### src/rtl/mem_port_arbiter_if.sv
// Request/done handshakes for fetch and data paths plus the shared memory bus.
interface mem_port_arbiter_if #(
  parameter int unsigned ADDR_W = 16,
  parameter int unsigned DATA_W = 32
);
  logic              if_req;
  logic [ADDR_W-1:0] if_addr;
  logic [DATA_W-1:0] if_rdata;
  logic              if_done;
  logic              dm_req;
  logic              dm_read_wrn;
  logic [ADDR_W-1:0] dm_addr;
  logic [DATA_W-1:0] dm_wdata;
  logic [DATA_W-1:0] dm_rdata;
  logic              dm_done;
  logic              mem_en;
  logic              mem_read_wrn;
  logic [ADDR_W-1:0] mem_addr;
  logic [DATA_W-1:0] mem_wdata;
  logic [DATA_W-1:0] mem_rdata;
  logic              mem_ready;
  logic              bus_err;
  logic              stall;

  // Arbiter side
  modport slave (
    input  if_req, if_addr, dm_req, dm_read_wrn, dm_addr, dm_wdata, mem_rdata, mem_ready,
    output if_rdata, if_done, dm_rdata, dm_done, mem_en, mem_read_wrn, mem_addr, mem_wdata,
           bus_err, stall
  );

  // Requesters and memory side
  modport master (
    output if_req, if_addr, dm_req, dm_read_wrn, dm_addr, dm_wdata, mem_rdata, mem_ready,
    input  if_rdata, if_done, dm_rdata, dm_done, mem_en, mem_read_wrn, mem_addr, mem_wdata,
           bus_err, stall
  );
endinterface

### src/rtl/mem_port_arbiter.sv
// Shares one single-port memory between instruction fetch and load/store, data first,
// with a fetch starvation guard and a bus-timeout watchdog.
module mem_port_arbiter #(
  parameter int unsigned ADDR_W       = 16,
  parameter int unsigned DATA_W       = 32,
  parameter int unsigned STARVE_LIMIT = 4,
  parameter int unsigned TIMEOUT      = 64
) (
  input  logic              clk,
  input  logic              rst,
  mem_port_arbiter_if.slave bus
);

  localparam int unsigned SC_W = $clog2(STARVE_LIMIT + 1);
  localparam int unsigned WD_W = (TIMEOUT > 0) ? $clog2(TIMEOUT + 1) : 1;
  localparam logic [DATA_W-1:0] ABORT_DATA = DATA_W'(32'hDEAD_BEEF);

  typedef enum logic [1:0] {IDLE, GNT_IF, GNT_DM, DONE} state_e;

  state_e            state_q, state_d;
  logic              mem_en_q, mem_en_d;
  logic              mem_read_wrn_q, mem_read_wrn_d;
  logic [ADDR_W-1:0] mem_addr_q, mem_addr_d;
  logic [DATA_W-1:0] mem_wdata_q, mem_wdata_d;
  logic [DATA_W-1:0] if_rdata_q, if_rdata_d;
  logic [DATA_W-1:0] dm_rdata_q, dm_rdata_d;
  logic              if_done_q, if_done_d;
  logic              dm_done_q, dm_done_d;
  logic              bus_err_q, bus_err_d;
  logic [SC_W-1:0]   starve_q, starve_d;
  logic [WD_W-1:0]   wd_q, wd_d;

  logic pick_dm, pick_if, in_gnt, wd_hit, finish;

  // Arbitration and access-completion decode
  always_comb begin
    pick_dm = bus.dm_req && (!bus.if_req || (starve_q < SC_W'(STARVE_LIMIT)));
    pick_if = bus.if_req && !pick_dm;
    in_gnt  = (state_q == GNT_IF) || (state_q == GNT_DM);
    wd_hit  = (TIMEOUT != 0) && in_gnt && !bus.mem_ready && (wd_q == WD_W'(TIMEOUT));
    finish  = in_gnt && (bus.mem_ready || wd_hit);
  end

  always_ff @(posedge clk) begin
    if (rst) state_q <= IDLE;
    else     state_q <= state_d;
  end

  always_comb begin
    state_d = state_q;
    case (state_q)
      IDLE: begin
        if (pick_dm)      state_d = GNT_DM;
        else if (pick_if) state_d = GNT_IF;
      end
      GNT_IF, GNT_DM: if (finish) state_d = DONE;
      DONE:           state_d = IDLE;
      default:        state_d = IDLE;
    endcase
  end

  always_comb begin
    mem_en_d       = mem_en_q;
    mem_read_wrn_d = mem_read_wrn_q;
    mem_addr_d     = mem_addr_q;
    mem_wdata_d    = mem_wdata_q;
    if_rdata_d     = if_rdata_q;
    dm_rdata_d     = dm_rdata_q;
    starve_d       = starve_q;
    wd_d           = wd_q;
    if_done_d      = 1'b0;
    dm_done_d      = 1'b0;
    bus_err_d      = 1'b0;
    case (state_q)
      IDLE: begin
        wd_d = '0;
        if (pick_dm) begin
          mem_en_d       = 1'b1;
          mem_read_wrn_d = bus.dm_read_wrn;
          mem_addr_d     = bus.dm_addr;
          mem_wdata_d    = bus.dm_wdata;
          if (!bus.if_req)                          starve_d = '0;
          else if (starve_q < SC_W'(STARVE_LIMIT))  starve_d = starve_q + SC_W'(1);
        end else if (pick_if) begin
          mem_en_d       = 1'b1;
          mem_read_wrn_d = 1'b1;
          mem_addr_d     = bus.if_addr;
          starve_d       = '0;
        end
      end
      GNT_IF, GNT_DM: begin
        wd_d = wd_q + WD_W'(1);
        if (finish) begin
          mem_en_d  = 1'b0;
          bus_err_d = wd_hit;
          if (state_q == GNT_IF) begin
            if_done_d  = 1'b1;
            if_rdata_d = wd_hit ? ABORT_DATA : bus.mem_rdata;
          end else begin
            dm_done_d = 1'b1;
            // A store leaves the load-data register untouched
            if (mem_read_wrn_q) dm_rdata_d = wd_hit ? ABORT_DATA : bus.mem_rdata;
          end
        end
      end
      default: ;
    endcase
  end

  always_ff @(posedge clk) begin
    if (rst) begin
      mem_en_q       <= 1'b0;
      mem_read_wrn_q <= 1'b1;
      mem_addr_q     <= '0;
      mem_wdata_q    <= '0;
      if_rdata_q     <= '0;
      dm_rdata_q     <= '0;
      if_done_q      <= 1'b0;
      dm_done_q      <= 1'b0;
      bus_err_q      <= 1'b0;
      starve_q       <= '0;
      wd_q           <= '0;
    end else begin
      mem_en_q       <= mem_en_d;
      mem_read_wrn_q <= mem_read_wrn_d;
      mem_addr_q     <= mem_addr_d;
      mem_wdata_q    <= mem_wdata_d;
      if_rdata_q     <= if_rdata_d;
      dm_rdata_q     <= dm_rdata_d;
      if_done_q      <= if_done_d;
      dm_done_q      <= dm_done_d;
      bus_err_q      <= bus_err_d;
      starve_q       <= starve_d;
      wd_q           <= wd_d;
    end
  end

  assign bus.mem_en       = mem_en_q;
  assign bus.mem_read_wrn = mem_read_wrn_q;
  assign bus.mem_addr     = mem_addr_q;
  assign bus.mem_wdata    = mem_wdata_q;
  assign bus.if_rdata     = if_rdata_q;
  assign bus.dm_rdata     = dm_rdata_q;
  assign bus.if_done      = if_done_q;
  assign bus.dm_done      = dm_done_q;
  assign bus.bus_err      = bus_err_q;
  // Pipeline halt while any request is still waiting for its done pulse
  assign bus.stall = !rst && ((bus.if_req && !if_done_q) || (bus.dm_req && !dm_done_q));

endmodule

### src/flat_wrapper.sv
// flat-port wrapper written by rule: the top's interface ports become plain ports
module mem_port_arbiter_flat 
#(
  parameter int unsigned ADDR_W       = 16,
  parameter int unsigned DATA_W       = 32,
  parameter int unsigned STARVE_LIMIT = 4,
  parameter int unsigned TIMEOUT      = 64
)
  (clk, rst, bus_if_req, bus_if_addr, bus_dm_req, bus_dm_read_wrn, bus_dm_addr, bus_dm_wdata, bus_mem_rdata, bus_mem_ready, bus_if_rdata, bus_if_done, bus_dm_rdata, bus_dm_done, bus_mem_en, bus_mem_read_wrn, bus_mem_addr, bus_mem_wdata, bus_bus_err, bus_stall);
  mem_port_arbiter_if #(.ADDR_W(ADDR_W), .DATA_W(DATA_W)) bus_i ();
  input  logic clk;
  input  logic rst;
  input wire logic [$bits(bus_i.if_req)-1:0] bus_if_req;
  input wire logic [$bits(bus_i.if_addr)-1:0] bus_if_addr;
  input wire logic [$bits(bus_i.dm_req)-1:0] bus_dm_req;
  input wire logic [$bits(bus_i.dm_read_wrn)-1:0] bus_dm_read_wrn;
  input wire logic [$bits(bus_i.dm_addr)-1:0] bus_dm_addr;
  input wire logic [$bits(bus_i.dm_wdata)-1:0] bus_dm_wdata;
  input wire logic [$bits(bus_i.mem_rdata)-1:0] bus_mem_rdata;
  input wire logic [$bits(bus_i.mem_ready)-1:0] bus_mem_ready;
  output wire logic [$bits(bus_i.if_rdata)-1:0] bus_if_rdata;
  output wire logic [$bits(bus_i.if_done)-1:0] bus_if_done;
  output wire logic [$bits(bus_i.dm_rdata)-1:0] bus_dm_rdata;
  output wire logic [$bits(bus_i.dm_done)-1:0] bus_dm_done;
  output wire logic [$bits(bus_i.mem_en)-1:0] bus_mem_en;
  output wire logic [$bits(bus_i.mem_read_wrn)-1:0] bus_mem_read_wrn;
  output wire logic [$bits(bus_i.mem_addr)-1:0] bus_mem_addr;
  output wire logic [$bits(bus_i.mem_wdata)-1:0] bus_mem_wdata;
  output wire logic [$bits(bus_i.bus_err)-1:0] bus_bus_err;
  output wire logic [$bits(bus_i.stall)-1:0] bus_stall;
  assign bus_i.if_req = bus_if_req;
  assign bus_i.if_addr = bus_if_addr;
  assign bus_i.dm_req = bus_dm_req;
  assign bus_i.dm_read_wrn = bus_dm_read_wrn;
  assign bus_i.dm_addr = bus_dm_addr;
  assign bus_i.dm_wdata = bus_dm_wdata;
  assign bus_i.mem_rdata = bus_mem_rdata;
  assign bus_i.mem_ready = bus_mem_ready;
  assign bus_if_rdata = bus_i.if_rdata;
  assign bus_if_done = bus_i.if_done;
  assign bus_dm_rdata = bus_i.dm_rdata;
  assign bus_dm_done = bus_i.dm_done;
  assign bus_mem_en = bus_i.mem_en;
  assign bus_mem_read_wrn = bus_i.mem_read_wrn;
  assign bus_mem_addr = bus_i.mem_addr;
  assign bus_mem_wdata = bus_i.mem_wdata;
  assign bus_bus_err = bus_i.bus_err;
  assign bus_stall = bus_i.stall;
  mem_port_arbiter #(.ADDR_W(ADDR_W), .DATA_W(DATA_W), .STARVE_LIMIT(STARVE_LIMIT), .TIMEOUT(TIMEOUT)) u_core (.clk(clk), .rst(rst), .bus(bus_i));
endmodule
### config.mk
export PLATFORM = sky130hd
export DESIGN_NAME = mem_port_arbiter_flat
export DESIGN_NICKNAME = d
export VERILOG_FILES = /design/src/rtl/mem_port_arbiter_if.sv /design/src/rtl/mem_port_arbiter.sv /design/src/flat_wrapper.sv
export SDC_FILE = /design/constraint.sdc
export NUM_CORES = 1
export LEC_CHECK = 0
export CORE_ASPECT_RATIO = 1.1
export CORE_MARGIN = 2
export CORE_UTILIZATION = 42
export DETAILED_ROUTE_END_ITERATION = 6
export GPL_TIMING_DRIVEN = 0
export PLACE_DENSITY = 0.79
export SYNTH_ARGS = -nofsm -noshare
export SYNTH_HDL_FRONTEND = slang
export SYNTH_SLANG_ARGS = --single-unit
### constraint.sdc
create_clock -name clk -period 2.4 [get_ports clk]
set_input_delay 0.72 -clock clk [delete_from_list [all_inputs] [get_ports clk]]
set_output_delay 0.72 -clock clk [all_outputs]
set_load 0.1 [all_outputs]
# Word-level counts from Yosys, hierarchy flattened
# Index checks and enable logic that the tools add are counted.
# classes
add_sub_neg	2
multipliers	0
n_div	0
magnitude_cmp	1
n_eq_ne	7
shifts	0
mux	19
bitwise	3
n_reduce_logical	30
# ops
operator	n
$mux W16	2
$mux W32	1
$pmux W7 S2	1
$mux W3	4
$reduce_and A3 Y1	3
$logic_and A1 B1 Y1	8
$add A7 B1 Y7 const B	1
$eq A7 B7 Y1 const B	1
$logic_not A1 Y1	6
$mux W1	6
$mux W2	3
$pmux W2 S3	1
$reduce_and A2 Y1	3
$eq A2 B2 Y1 const B	2
$logic_or A1 B1 Y1	4
$reduce_and A4 Y1	1
$reduce_bool A2 Y1	2
$add A3 B1 Y3 const B	1
$lt A3 B3 Y1 const B	1
$ne A3 B1 Y1 const B	1
$ne A3 B3 Y1 const B	1
$not A1 Y1	3
$reduce_or A3 Y1	1
$eq A2 B1 Y1 const B	1
4 further kinds	4
# word_totals
regBits	129
latchBits	0
ramBits	0
romBits	0
input_bits	102
word_cells	74
memories	0

# Logic depth before layout (Yosys ltp)
# Gate-level depths: netlist of the first run.
# logic_depth
ltp_word	8
ltp_mapped	9
ltp_nobuf	6

# Worst setup path before layout of the first run
# OpenSTA, ideal clock, no wires.
# synth_timing
path_type	input port to output port
start	input rst
end	output bus_stall
t_arrival_ns	2.746
required_time_ns	1.680
setup_slack_ns	-1.066
path_stages	4
path_buffers	3
cell_sequence	clkbuf_1 > clkbuf_1 > clkbuf_1 > a21oi_1
# synth_between
elab_chain_cells	2
# synth_lines
element	line	source
start, declared	flat_wrapper.sv:12	input logic rst;
$logic_not A1 Y1	mem_port_arbiter.sv:148	assign bus.stall = !rst && ((bus.if_req && !if_done_q) || (bus.dm_req && !dm_done_q));
$logic_and A1 B1 Y1	mem_port_arbiter.sv:148	
end, declared	flat_wrapper.sv:30	output wire logic [$bits(bus_i.stall)-1:0] bus_stall;
# Every way passes these cells.

# Worst setup path after layout of the first run
# layout_timing
start	register u_core.mem_wdata_q[4] (netlist: u_core.bus.mem_wdata[4])
end	output bus_mem_wdata[4]
# layout_rtl
element	line	source
start, declared	mem_port_arbiter.sv:24	logic [DATA_W-1:0] mem_wdata_q, mem_wdata_d;
start signal, assigned	mem_port_arbiter.sv:127	mem_wdata_q <= mem_wdata_d;
end, declared	flat_wrapper.sv:28	output wire logic [$bits(bus_i.mem_wdata)-1:0] bus_mem_wdata;
# No word-level cell between the ends.

==> metrics, run 1 <==
status=finished clean; Syn Nets=699; Slew headroom=0.328; worst setup path class=reg -> out; Fill cells=970; sequential share of the synthesized area=0.519; Routed Antenna Nets=0; FF-to-FF Start=u_core.state_q[0]; setup TNS=0 ns; number of enable flip-flop cells after synthesis=0; Post-Layout Cell Count=988; #FFs+latches synth=129; Internal Power=4.92 mW; synth warn=0; PortBufs=218; MaxCap Viol Count=0; Post-Route WL=14,800 µm; Global Route Usage Sum=0.231; clock root buffer=clkbuf_16; initial drt markers=271; grt ovf=0; Yosys cell types=40; Initial Util=0.431; Die ar.=0.0127 mm²; vias per inst=4.99; Placed Instances=957; crit share post-route=0.987; final hold vios=0; Period minus WS final=2.37 ns; slowest CP cell=dlygate4sd2_1; global-route wire length before repair=23,400 µm; Clock Tree Buf Depth=2; Synth area leaders=dfxtp_1, nor2_1, a21oi_1; Std-Cell Rows=41; Clock transition at path regs=0.05 ns; Tightest Pin Transition=1.01 ns; Worst Setup EP=bus_mem_wdata[4]; Layout Nets=936; DP Wirelength=11,400 µm; Pre-Repair DR Iteration Count=4; Worst Path Required=1.68 ns; Synth Cell Area=0.00498 mm²; P per Cell Area=1160 mW/mm²; Area Overhead vs Synth=57.4%; Peak VDD IR=0.599 mV; Gate power share=0.427; die extent in y=118 µm; CP startpoint=u_core.bus.mem_wdata[4]; cell depth of the worst setup path=1; routed len/inst=15.0 µm; sw power=4.13 mW; vias in the first global route=4,787; H-tree Lvls=4; antenna violations before repair=0; Worst R2R Path Depth=8; Synth Area per Inst=8.45 µm²; TritonCTS clock tree=yes; fin. max-slew vios=0; crit path max fanout=2; Clock Latency Late Sink=0.40 ns; crit-path max cell delay=0.87 ns; clock share of power=0.281; Core ar.=0.0115 mm²; Hold Buf Count CTS=0; Routability Congestion=0.871; switching share of power=0.456; f_max=0.422 GHz; total number of vias=4,930; Pleak=3.50 nW; Clock Sinks=129; ant diodes=0; CP Cell Sequence=dlygate4sd2_1; WHS=0.450 ns; RSZ-0062 raised after global routing=false; Worst path top cell family by delay=buffers and inverters; io pins=220; clk_skew=0.00932 ns; share of layout cells above drive strength 1=0.0597; Tightest Hold Check Type=reg -> reg; CP Capture Type=primary output; Synth top area share=0.519; Mapped Cells=589; total CTS buffers=17; critical path startpoint category=flip-flop; worst r2r dst=u_core.bus.if_rdata[14]; buffer and inverter count on the worst path=1; postcts setup bufs=0; Sequential Power Share=0.292; main flop type after synthesis=dfxtp_1; drt drc=0; largest net degree at the start of global routing=17; area leader, netlist=dfxtp_1; ys async rst share=0; Setup-failing EPs final=0; R2R Setup Slk=0.28 ns; worst path arrival time=1.65 ns; die width=108 µm
==> metrics by stage <==
step / total power [mW] / cell area, µm² / setup WS (ns) / utilization
6_report: 9.05 / 7830 / 0.0305 / 0.679
5_1_grt: 9.43 / 7830 / 0.000747 / 0.679
4_1_cts: 9.10 / 7840 / 0.00702 / 0.679
3_5_place_dp: 6.75 / 7390 / -1.20 / 0.640
3_3_place_gp: 6.68 / 7390 / -1.21 / 0.640
2_1_floorplan: 5.71 / 5020 / -0.00560 / -
==> sequential cells by signal, summed over array words and instances, names as in the netlist, 2 cells and up <==
signal,count
u_core.bus.mem_wdata,32
u_core.starve_q,3
u_core.state_q,2
u_core.bus.mem_addr,16
u_core.wd_q,7
u_core.bus.dm_rdata,32
u_core.bus.if_rdata,32
==> placed cells by master (no fill, tap or decap), types with 4 or more instances in the layout <==
master,synthesis,layout
buf_6,4,4
a211oi_1,16,16
clkdlybuf4s50_1,0,98
dfxtp_1,129,129
dlygate4sd2_1,0,115
clkbuf_1,31,28
mux2i_1,17,17
buf_2,6,6
o21ai_0,19,19
inv_1,5,5
nor2_1,101,101
clkbuf_16,0,17
nand2b_1,35,35
nand2_1,75,75
nor3_1,25,25
a21oi_1,71,70
ha_1,8,8
nand3_1,12,12
==> area by class of cell <==
| cell class | instances | area [µm²] | share of cell area |
|---|---|---|---|
| sequential | 129 | 2580 | 0.330 |
| multi-input combinational | 414 | 2200 | 0.280 |
| timing repair buffer | 218 | 2030 | 0.260 |
| clock buffer | 18 | 429 | 0.0548 |
| buffer | 41 | 223 | 0.0284 |
| tap | 150 | 188 | 0.0240 |
| clock inverter | 13 | 163 | 0.0208 |
| inverter | 5 | 18.8 | 0.00240 |
==> power groups by stage <==
stage | registers, mW | clock network, mW | logic (mW)
after floorplan | 4.78 | 0 | 0.922
after global placement | 2.68 | 0 | 4.00
after detailed placement | 2.70 | 0 | 4.05
after CTS | 2.65 | 2.59 | 3.86
after global routing | 2.69 | 2.70 | 4.05
final | 2.65 | 2.54 | 3.86
==> logic make-up after synthesis <==
kind of cell / count (synthesis) / synth area share
xor+xnor: 6 / 0.0106
flops: 129 / 0.519
buf+inv: 46 / 0.0422
compound gates: 116 / 0.130
simple gates: 267 / 0.244
mux: 17 / 0.0342
fa+ha+maj: 8 / 0.0201
==> layer usage <==
metal	routed length, µm	vias to the layer above	track usage
li1	-	2441	-
met1	6140	2267	0.271
met2	7340	203	0.398
met3	1060	19	0.0634
met4	299	0	0.0897
met5	0	-	0
==> how the worst min path moves through the flow <==
stage | from | end | slack (ns) | cells past startpoint
5_1_grt | u_core.bus.mem_wdata[22] | u_core.bus.mem_wdata[22] | 0.47 | 2
3_5_place_dp | u_core.bus.mem_wdata[22] | u_core.bus.mem_wdata[22] | 0.45 | 2
4_1_cts | u_core.bus.mem_wdata[16] | u_core.bus.mem_wdata[16] | 0.45 | 2
6_report | u_core.bus.mem_wdata[16] | u_core.bus.mem_wdata[16] | 0.45 | 2
2_1_floorplan | u_core.starve_q[0] | u_core.starve_q[0] | 0.44 | 2
3_3_place_gp | u_core.bus.mem_wdata[12] | u_core.bus.mem_wdata[12] | 0.44 | 2
==> cell usage after synthesis, drive strengths merged, types with 2 or more instances <==
| cell | instances |
|---|---|
| a211oi | 16 |
| a21boi | 2 |
| a21oi | 71 |
| and2 | 2 |
| and3 | 2 |
| buf | 10 |
| clkbuf | 31 |
| dfxtp | 129 |
| ha | 8 |
| inv | 5 |
| mux2i | 17 |
| nand2 | 75 |
| nand2b | 35 |
| nand3 | 12 |
| nand4 | 3 |
| nor2 | 101 |
| nor2b | 3 |
| nor3 | 25 |
| nor4b | 2 |
| o21ai | 19 |
| or3 | 2 |
| xnor2 | 3 |
| xor2 | 3 |
==> timing repair <==
item	in CTS	in global routing
endpoints found under the hold margin	0	0
cloned	0	0
setup endpoints to repair	118	5
resized for setup	129	6
pin swaps	0	0
Power figures use the tool's default switching activity.
==> inputs of run 2 (changes only) <==
--- a/config.mk
+++ b/config.mk
@@ -5,7 +5,6 @@
 export SDC_FILE = /design/constraint.sdc
 export NUM_CORES = 1
 export LEC_CHECK = 0
-export CORE_ASPECT_RATIO = 1.1
 export CORE_MARGIN = 2
 export CORE_UTILIZATION = 42
 export DETAILED_ROUTE_END_ITERATION = 6
==> run 2 against run 1 <==
Effect of this change:
- total power grew 2.1%
- critical path depth is the same
- the run now ends with design-rule violations left
- worst hold slack gained 0.0034 ns
- combinational power is essentially flat
- worst setup slack gained 0.0028 ns
- first-iteration DRC count grew 21%
- register-to-register slack lost 0.04 ns
- sequential share of layout area shrank 0.14 points
- clock power grew 7%
- highest routed layer unchanged
==> metrics, run 2 (synthesis gave the netlist of run 1 again) <==
die width=113 µm; most common cell after layout, fill and taps aside=dfxtp_1; WHS=0.453 ns; Hold Buf Count CTS=0; crit share post-route=0.986; MaxCap Viol Count=0; Layout Nets=936; buffer and inverter count on the worst path=1; vias per inst=5.11; slowest CP cell=dlygate4sd2_1; Slew headroom=0.331; Period minus WS final=2.37 ns; worst setup path class=reg -> out; clk_skew=0.0111 ns; Post-Route WL=15,200 µm; Fill cells=977; fin. max-slew vios=0; Setup-failing EPs final=0; f_max=0.423 GHz; status=complete, but fails checks; die extent in y=113 µm; Global Route Usage Sum=0.238; Routed Antenna Nets=0; Placed Instances=950; largest net degree at the start of global routing=17; share of layout cells above drive strength 1=0.0609; clock root buffer=clkbuf_16; P per Cell Area=1170 mW/mm²; ant diodes=0; Std-Cell Rows=39; crit path max fanout=2; CP Cell Sequence=dlygate4sd2_1; TritonCTS clock tree=yes; PortBufs=218; Clock transition at path regs=0.06 ns; initial drt markers=327; Post-Layout Cell Count=981; DP Wirelength=11,400 µm; global-route wire length before repair=24,100 µm; Core Util, Final=0.683; Core ar.=0.0115 mm²; Clock Tree Buf Depth=2; most frequent cells in the layout=dfxtp_1, dlygate4sd2_1, nor2_1; failing checks=design-rule violations; H-tree Lvls=4; Pre-Repair DR Iteration Count=6; Worst Path Required=1.68 ns; met3 Resource Use GR=0.0605; Tightest Hold Check Type=reg -> reg; Area Overhead vs Synth=58.0%; critical path startpoint category=flip-flop; total number of vias=5,016; Tightest Pin Transition=1.01 ns; Die ar.=0.0127 mm²; io pins=220; multi-input logic area=0.00220 mm²; Clock Latency Late Sink=0.41 ns; CP Capture Type=primary output; RSZ-0062 raised after global routing=false; grt peak-use layer=met2; vias in the first global route=5,028; Initial Util=0.432; Worst path top cell family by delay=buffers and inverters; Clock Sinks=129; met1 usage=0.276; grt ovf=0; Pleak=3.52 nW; sequential cell area=0.00258 mm²; crit-path max cell delay=0.89 ns; drt drc=19; routed len/inst=15.5 µm; antenna violations before repair=0; worst path arrival time=1.65 ns; Peak VDD IR=0.721 mV; Routability Congestion=0.867; M2 GR Usage=0.407; postcts setup bufs=0; final hold vios=0; total CTS buffers=17
==> run 2: cell types whose count changed in the layout (fill, tap and decap cells not counted) <==
| cell | before | now |
|---|---|---|
| clkdlybuf4s15_1 | 2 | 4 |
| inv_6 | 1 | 6 |
| clkinvlp_4 | 3 | 0 |
| clkdlybuf4s15_2 | 0 | 1 |
| clkinv_2 | 3 | 2 |
| dlygate4sd2_1 | 115 | 113 |
| bufinv_16 | 3 | 4 |
| clkbuf_1 | 28 | 27 |
| clkbuf_2 | 3 | 2 |
| clkinv_4 | 3 | 2 |
==> run 2: path summary, 6_finish.rpt <==
path | start | to | slack (ns) | depth (start not counted)
setup / recovery | u_core.bus.dm_rdata[31] | bus_dm_rdata[31] | 0.03 | 1
hold / removal | u_core.bus.mem_wdata[4] | u_core.bus.mem_wdata[4] | 0.45 | 2
setup reg to reg | u_core.state_q[0] | u_core.bus.dm_rdata[18] | 0.24 | 7
hold reg to reg | u_core.bus.mem_wdata[4] | u_core.bus.mem_wdata[4] | 0.45 | 2
==> run 2: timing repair <==
action / CTS / global route
resized for setup: 130 / 7
setup endpoints to repair: 118 / 21
gates cloned: 0 / 0
==> run 2: layout make-up <==
class	count	area share
well taps	143	0.0227
plain buffers	41	0.0283
clock buffers	17	0.0541
multi-input cells	414	0.279
inverters	5	0.00239
clock inverters	14	0.0254
flip-flops and latches	129	0.328
repair buffers	218	0.260
==> run 2: power by group <==
| group | switching [mW] | internal, mW |
|---|---|---|
| Sequential | 0.178 | 2.47 |
| Combinational | 3.04 | 0.829 |
| Clock | 0.980 | 1.75 |
==> run 2: metrics by stage <==
stage               setup slack, ns  total power [mW]  area, µm²  setup TNS [ns]
floorplan                  -0.00560              5.71       5020        -0.00560
global placement              -1.21              6.69       7380           -7.88
detailed placement            -1.23              6.76       7380           -9.30
CTS                         0.00683              9.28       7870               0
global route                0.00279              9.61       7870               0
finish                       0.0332              9.24       7870               0
==> run 2: layer usage <==
layer,vias to the layer above,part of all wire
met1,2329,0.42
met3,38,0.076
met2,203,0.48
li1,2446,-
met5,-,0
met4,0,0.031
==> inputs of run 3 (changes only) <==
--- a/config.mk
+++ b/config.mk
@@ -5,6 +5,7 @@
 export SDC_FILE = /design/constraint.sdc
 export NUM_CORES = 1
 export LEC_CHECK = 0
+export ABC_CLOCK_PERIOD_IN_PS = 2400
 export CORE_MARGIN = 2
 export CORE_UTILIZATION = 42
 export DETAILED_ROUTE_END_ITERATION = 6
==> results of run 3 <==
Final layout, timing and power as in run 2 (identical DEF).
